## config.mk

```make
export PLATFORM = sky130hd
export DESIGN_NAME = badge_reader_rx
export DESIGN_NICKNAME = d
export VERILOG_FILES = /design/src/rtl/access_pkg.sv /design/src/rtl/badge_line_sync.sv /design/src/rtl/badge_reader_rx.sv
export SDC_FILE = /design/constraint.sdc
export NUM_CORES = 1
export LEC_CHECK = 0
export ABC_CLOCK_PERIOD_IN_PS = 4000
export CORE_AREA = 10 10 123 125
export DETAILED_ROUTE_END_ITERATION = 8
export DIE_AREA = 0 0 133 135
export HOLD_SLACK_MARGIN = 0.03
export SLEW_MARGIN = 40
export SYNTH_ARGS = -nofsm -noshare
export SYNTH_HDL_FRONTEND = slang
export SYNTH_SLANG_ARGS = --single-unit
```

## constraint.sdc

```tcl
create_clock -name clk -period 4 [get_ports clk]
set_input_delay 0.8 -clock clk [delete_from_list [all_inputs] [get_ports clk]]
set_output_delay 0.8 -clock clk [all_outputs]
set_load 0.03 [all_outputs]
```

## src/rtl/access_pkg.sv

```systemverilog
// Shared types and helpers for the badge reader front end.
// Frame layout: P_E, data[31:0] MSB first, P_O.
package access_pkg;

    typedef enum logic [2:0] {
        ST_IDLE,
        ST_PULSE,
        ST_GAP,
        ST_CHECK,
        ST_FLUSH
    } state_e;

    localparam int FRAME_BITS  = 34;
    localparam int DATA_BITS   = 32;
    localparam int BIT_CNT_MAX = FRAME_BITS + 1;

    // Even parity bit covering the upper data half.
    function automatic logic even_ok(input logic p, input logic [15:0] d);
        return (p ^ (^d)) == 1'b0;
    endfunction

    // Odd parity bit covering the lower data half.
    function automatic logic odd_ok(input logic p, input logic [15:0] d);
        return (p ^ (^d)) == 1'b1;
    endfunction

endpackage

```

## src/rtl/badge_line_sync.sv

```systemverilog
// Two-flop synchronizer for one Wiegand line.
// Resets to 1 so an idle (high) line never looks like a pulse.
module badge_line_sync (
    input  logic clk,
    input  logic reset,
    input  logic line_n,
    output logic line_s
);

    logic meta_q;
    logic sync_q;

    // Capture the asynchronous line through two flops.
    always_ff @(posedge clk or posedge reset) begin
        if (reset) begin
            meta_q <= 1'b1;
            sync_q <= 1'b1;
        end else begin
            meta_q <= line_n;
            sync_q <= meta_q;
        end
    end

    assign line_s = sync_q;

endmodule

```

## src/rtl/badge_reader_rx.sv

```systemverilog
// Wiegand 34-bit receiver: bit capture, length and parity check.
// id holds the last good frame; id_valid/frame_err are 1-cycle strobes.
module badge_reader_rx
    import access_pkg::*;
#(
    parameter int MIN_PULSE      = 4,
    parameter int TIMEOUT_CYCLES = 2000
) (
    input  logic        clk,
    input  logic        reset,
    input  logic        d0_n,
    input  logic        d1_n,
    output logic [31:0] id,
    output logic        id_valid,
    output logic        frame_err,
    output logic        busy
);

    localparam int CW = $clog2(TIMEOUT_CYCLES + 1);
    localparam logic [CW-1:0] TO_MAX  = CW'(TIMEOUT_CYCLES);
    localparam logic [CW-1:0] TO_LAST = CW'(TIMEOUT_CYCLES - 1);
    localparam logic [CW-1:0] MIN_P   = CW'(MIN_PULSE);
    localparam logic [5:0]    NBITS   = 6'(FRAME_BITS);
    localparam logic [5:0]    SATBITS = 6'(BIT_CNT_MAX);

    logic d0_s;
    logic d1_s;

    badge_line_sync u_sync_d0 (
        .clk    (clk),
        .reset  (reset),
        .line_n (d0_n),
        .line_s (d0_s)
    );

    badge_line_sync u_sync_d1 (
        .clk    (clk),
        .reset  (reset),
        .line_n (d1_n),
        .line_s (d1_s)
    );

    state_e      state_q, state_d;
    logic        line_q, line_d;
    logic [CW-1:0] cnt_q, cnt_d;
    logic [CW-1:0] gap_q, gap_d;
    logic [33:0] shift_q, shift_d;
    logic [5:0]  bits_q, bits_d;
    logic [31:0] id_q, id_d;
    logic        id_valid_q, id_valid_d;
    logic        frame_err_q, frame_err_d;

    logic line_lo;
    logic other_lo;
    logic frame_ok;

    // line_q=1 means the pulse being timed is on D1.
    assign line_lo  = line_q ? ~d1_s : ~d0_s;
    assign other_lo = line_q ? ~d0_s : ~d1_s;

    // shift_q[33]=P_E, shift_q[32:1]=data, shift_q[0]=P_O.
    assign frame_ok = (bits_q == NBITS)
                    && even_ok(shift_q[33], shift_q[32:17])
                    && odd_ok(shift_q[0], shift_q[16:1]);

    // Next-state and registered-output logic of the receiver.
    always_comb begin
        state_d     = state_q;
        line_d      = line_q;
        cnt_d       = cnt_q;
        gap_d       = gap_q;
        shift_d     = shift_q;
        bits_d      = bits_q;
        id_d        = id_q;
        id_valid_d  = 1'b0;
        frame_err_d = 1'b0;
        unique case (state_q)
            ST_IDLE: begin
                if (d0_s ^ d1_s) begin
                    state_d = ST_PULSE;
                    line_d  = ~d1_s;
                    cnt_d   = '0;
                end
            end
            ST_PULSE: begin
                if (other_lo) begin
                    state_d     = ST_FLUSH;
                    frame_err_d = 1'b1;
                    gap_d       = '0;
                end else if (line_lo) begin
                    cnt_d = cnt_q + CW'(1);
                    if (cnt_d == TO_MAX) begin
                        state_d     = ST_FLUSH;
                        frame_err_d = 1'b1;
                        gap_d       = '0;
                    end
                end else if (cnt_q >= MIN_P) begin
                    shift_d = {shift_q[32:0], line_q};
                    if (bits_q != SATBITS) begin
                        bits_d = bits_q + 6'd1;
                    end
                    state_d = ST_GAP;
                    gap_d   = '0;
                end else begin
                    gap_d   = '0;
                    state_d = (bits_q != 6'd0) ? ST_GAP : ST_IDLE;
                end
            end
            ST_GAP: begin
                gap_d = gap_q + CW'(1);
                if (!d0_s && !d1_s) begin
                    state_d     = ST_FLUSH;
                    frame_err_d = 1'b1;
                    gap_d       = '0;
                end else if (d0_s ^ d1_s) begin
                    state_d = ST_PULSE;
                    line_d  = ~d1_s;
                    cnt_d   = '0;
                end else if (gap_q == TO_LAST) begin
                    state_d = ST_CHECK;
                end
            end
            ST_CHECK: begin
                if (frame_ok) begin
                    id_d       = shift_q[32:1];
                    id_valid_d = 1'b1;
                end else begin
                    frame_err_d = 1'b1;
                end
                bits_d  = '0;
                state_d = ST_IDLE;
            end
            ST_FLUSH: begin
                if (!d0_s || !d1_s) begin
                    gap_d = '0;
                end else if (gap_q == TO_LAST) begin
                    gap_d   = '0;
                    bits_d  = '0;
                    state_d = ST_IDLE;
                end else begin
                    gap_d = gap_q + CW'(1);
                end
            end
            default: begin
                state_d = ST_IDLE;
            end
        endcase
    end

    // All receiver state, cleared by the asynchronous reset.
    always_ff @(posedge clk or posedge reset) begin
        if (reset) begin
            state_q     <= ST_IDLE;
            line_q      <= 1'b0;
            cnt_q       <= '0;
            gap_q       <= '0;
            shift_q     <= '0;
            bits_q      <= '0;
            id_q        <= '0;
            id_valid_q  <= 1'b0;
            frame_err_q <= 1'b0;
        end else begin
            state_q     <= state_d;
            line_q      <= line_d;
            cnt_q       <= cnt_d;
            gap_q       <= gap_d;
            shift_q     <= shift_d;
            bits_q      <= bits_d;
            id_q        <= id_d;
            id_valid_q  <= id_valid_d;
            frame_err_q <= frame_err_d;
        end
    end

    assign id        = id_q;
    assign id_valid  = id_valid_q;
    assign frame_err = frame_err_q;
    assign busy      = (state_q != ST_IDLE);

endmodule

```

==> results.yml <==
synthesis:
  synthSimpleGateAreaFrac_pct: 10.6
  synthXorXnorAreaFrac_pct: 7.30
  synth_top_flop_cell: "dfrtp_1"
  synth-seq-area-share_pct: 52.1
  synth-adder-area-share_pct: 2.50
  syn_nets: 444
  yosys-top-cells-count: "dfrtp_1 (100), mux2_2 (64), xnor2_1 (30)"
  synth_compound_area_share_pct: 8.48
  avgSynthCellArea_sq_um: 11.6
  yosysTopAreaCell: "dfrtp_1"
  netlist_area_sq_um: 5000
  yosys.area.top_type_share_pct: 50.0
  yosysMostFrequentCell: "dfrtp_1"
  ys_ff_latch: 104
  synth-edff-count: 0
  synth_top_family_by_area: "multiplexers"
  synth_area_leaders: "dfrtp_1 (50%), mux2_2 (14%), xnor2_1 (5.3%)"
  synth_mux_area_share_pct: 15.9
  synth.distinct_cells: 52
  synthCells: 430
  synth-warning-count: 0
  async_flop_share_pct: 100
pwr:
  power.density_nw_per_um2: 405
  p_leak_uw: 0.00264
  peakVddDrop_uv: 252
  finalPower_uw: 2380
grt:
  grt_first_pass_wirelength_mm: 16.5
  grtUsageTotal_pct: 11.0
  grt_start_max_net_pins: 67
  antenna_found_initial: 0
  grt.overflow.total: 0
  grt_pass1_vias: 3299
clocking:
  cts_sinks: 104
  h-tree-depth: 3
  clkTransAtPathRegs_ns: 0.07
  postCtsSetupRepairBufs: 0
  clock_path_buffers: 2
  cts_made_buffers: 9
  cts_root_buffer: "clkbuf_16"
  cts_tree: "built"
  clkLatencyLatePin_ns: 0.35
  ctsHoldBuffers: 0
  cts_resized: 0
finish:
  areaGrowthSynthToFinish_pct: 17.4
  n_antenna_cell: 0
  regArea_sq_um: 2610
  drive_above_1_share_pct: 20.0
  fillCellCount: 1145
  layoutNonFillerInstCount: 643
  fin_util_pct: 46.7
  multi_input_area_sq_um: 2240
  nets: 480
timing:
  setup_violations: 0
  max_freq_ghz: 0.357
  hold_viol_final: 0
  min_period_ns: 2.80
  rsz0062_at_grt: "no"
  fin_ws_ns: 1.20
  final.setup_skew_ns: 0.00714
  maxSlewHeadroom_pct: 61.4
  tightest_slew_ns: 0.578
  period_share_pct: 70.1
  maxSlewViolCount: 0
  fin_tns_setup_ns: 0
worst_setup_path:
  critPathArrivalTime_ns: 3.04
  timing.critical_path.mode_cell: "xnor2_1"
  slowest_stage: "nor4_4"
  critPathMaxFanout: 28
  path_class: "reg -> reg"
  crit_chain: "xnor2_1, xnor2_1, xnor3_1, mux2i_1, nor4_4, buf_4, mux2_2"
  max_stage_delay_ns: 0.44
  crit_path_start_kind: "flip-flop"
  worstPathRequired_ns: 4.24
  cp-end-kind: "flip-flop"
die:
  core-area_sq_um: 12600
  core.rowCount: 41
  die_area_sq_um: 18000
  initial_core_util_pct: 39.8
  die_w_microns: 133
  die_h_microns: 135
  ios: 39
hold_path:
  min_path_type: "reg -> reg"
place:
  place_inst: 627
  place_ws_ns: 1.19
  gp_congestion: 0.803
  io_buffers: 38
  hpwlAfterDp_mm: 6.54
drt:
  drt_iter0_drc: 171
  drt_pass1_iterations: 4
  vias: 3282
  antenna_left: 0
  viasPerCell: 5.10
  post_drt_wl_per_cell_microns: 14.9
  post-route-drc-count: 0
  wirelength_mm: 9.59
job:
  max-cap-violations: 0
run_status:
  status: "finished clean"
[area by class of cell]
class,instances,area share (%)
well taps,172,3.67
multi-input cells,290,38.1
clock buffers,11,3.96
inverters,17,1.17
clock inverters,5,1.47
flip-flops and latches,104,44.4
repair buffers,44,7.24
[cell families (layout without fill, tap and decap cells)]
logic type | after synthesis | count (layout)
AOI/OAI and AO/OA | 67 | 67
xor gates and xnor gates | 37 | 37
adders and majority gates | 10 | 10
buffers and inverters | 36 | 77
DFF | 104 | 104
muxes | 71 | 71
and+or+nand+nor | 105 | 105
[per-stage QoR]
| stage | instance area [sq um] | hold WS (ns) |
|---|---|---|
| floorplan | 5000 | 0.345 |
| global placement | 5550 | 0.346 |
| detailed placement | 5550 | 0.347 |
| CTS | 5870 | 0.357 |
| global route | 5870 | 0.361 |
| finish | 5870 | 0.356 |
[flip-flops by register name, indices dropped and copies added (netlist names), 3 cells and up]
signal and cells:
cnt_q 11, shift_q 34, bits_q 6, gap_q 11, state_q 3, id 32
[path summary, 6_finish.rpt]
kind | slack, ns | cells after the start | endpoint | startpoint
min | 0.36 | 0 | u_sync_d0.line_s$_DFF_PP1_ | u_sync_d0.meta_q$_DFF_PP1_
min in group asynchronous | 0.90 | 2 | id[6]$_DFFE_PP0P_ | reset
max in group asynchronous | 2.42 | 3 | cnt_q[3]$_DFFE_PP0P_ | reset
min reg2reg | 0.36 | 0 | u_sync_d0.line_s$_DFF_PP1_ | u_sync_d0.meta_q$_DFF_PP1_
max | 1.20 | 7 | id[9]$_DFFE_PP0P_ | shift_q[26]$_DFFE_PP0P_
max reg2reg | 1.20 | 7 | id[9]$_DFFE_PP0P_ | shift_q[26]$_DFFE_PP0P_
[layout by cell type (no fill, tap or decap), types with 6 or more instances in the layout]
master	instances
inv_1	16
clkdlybuf4s50_1	38
nor3_1	9
buf_4	6
dfrtp_1	100
nand2_1	22
clkbuf_16	9
a31oi_1	6
nand3_1	19
nor2_1	27
ha_1	10
and3_1	7
o21ai_0	25
xnor2_1	30
mux2_2	64
a21oi_1	8
[power by group]
part           leakage, uW  switching, uW  internal, uW
registers          0.00143           51.7          1090
clock network     0.000155            401           556
logic              0.00105            184           102
[layer usage]
| metal | vias to the layer above | share of wire (%) | track usage, % | wire length, microns |
|---|---|---|---|---|
| li1 | 1595 | - | - | - |
| met1 | 1626 | 47 | 13.7 | 4520 |
| met2 | 47 | 47 | 17.5 | 4510 |
| met3 | 14 | 3.7 | 2.82 | 358 |
| met4 | 0 | 2.0 | 5.32 | 191 |
| met5 | - | 0 | 0 | 0 |
[worst max-delay path, delay by kind of cell (launching register included)]
| family | cells | cell delay [ns] |
|---|---|---|
| flip-flops | 1 | 0.42 |
| XOR/XNOR | 3 | 0.81 |
| buffers and inverters | 1 | 0.43 |
| multiplexers | 2 | 0.58 |
| AND/OR/NAND/NOR | 1 | 0.44 |
Note: power is estimated with default switching activity, not from simulation.
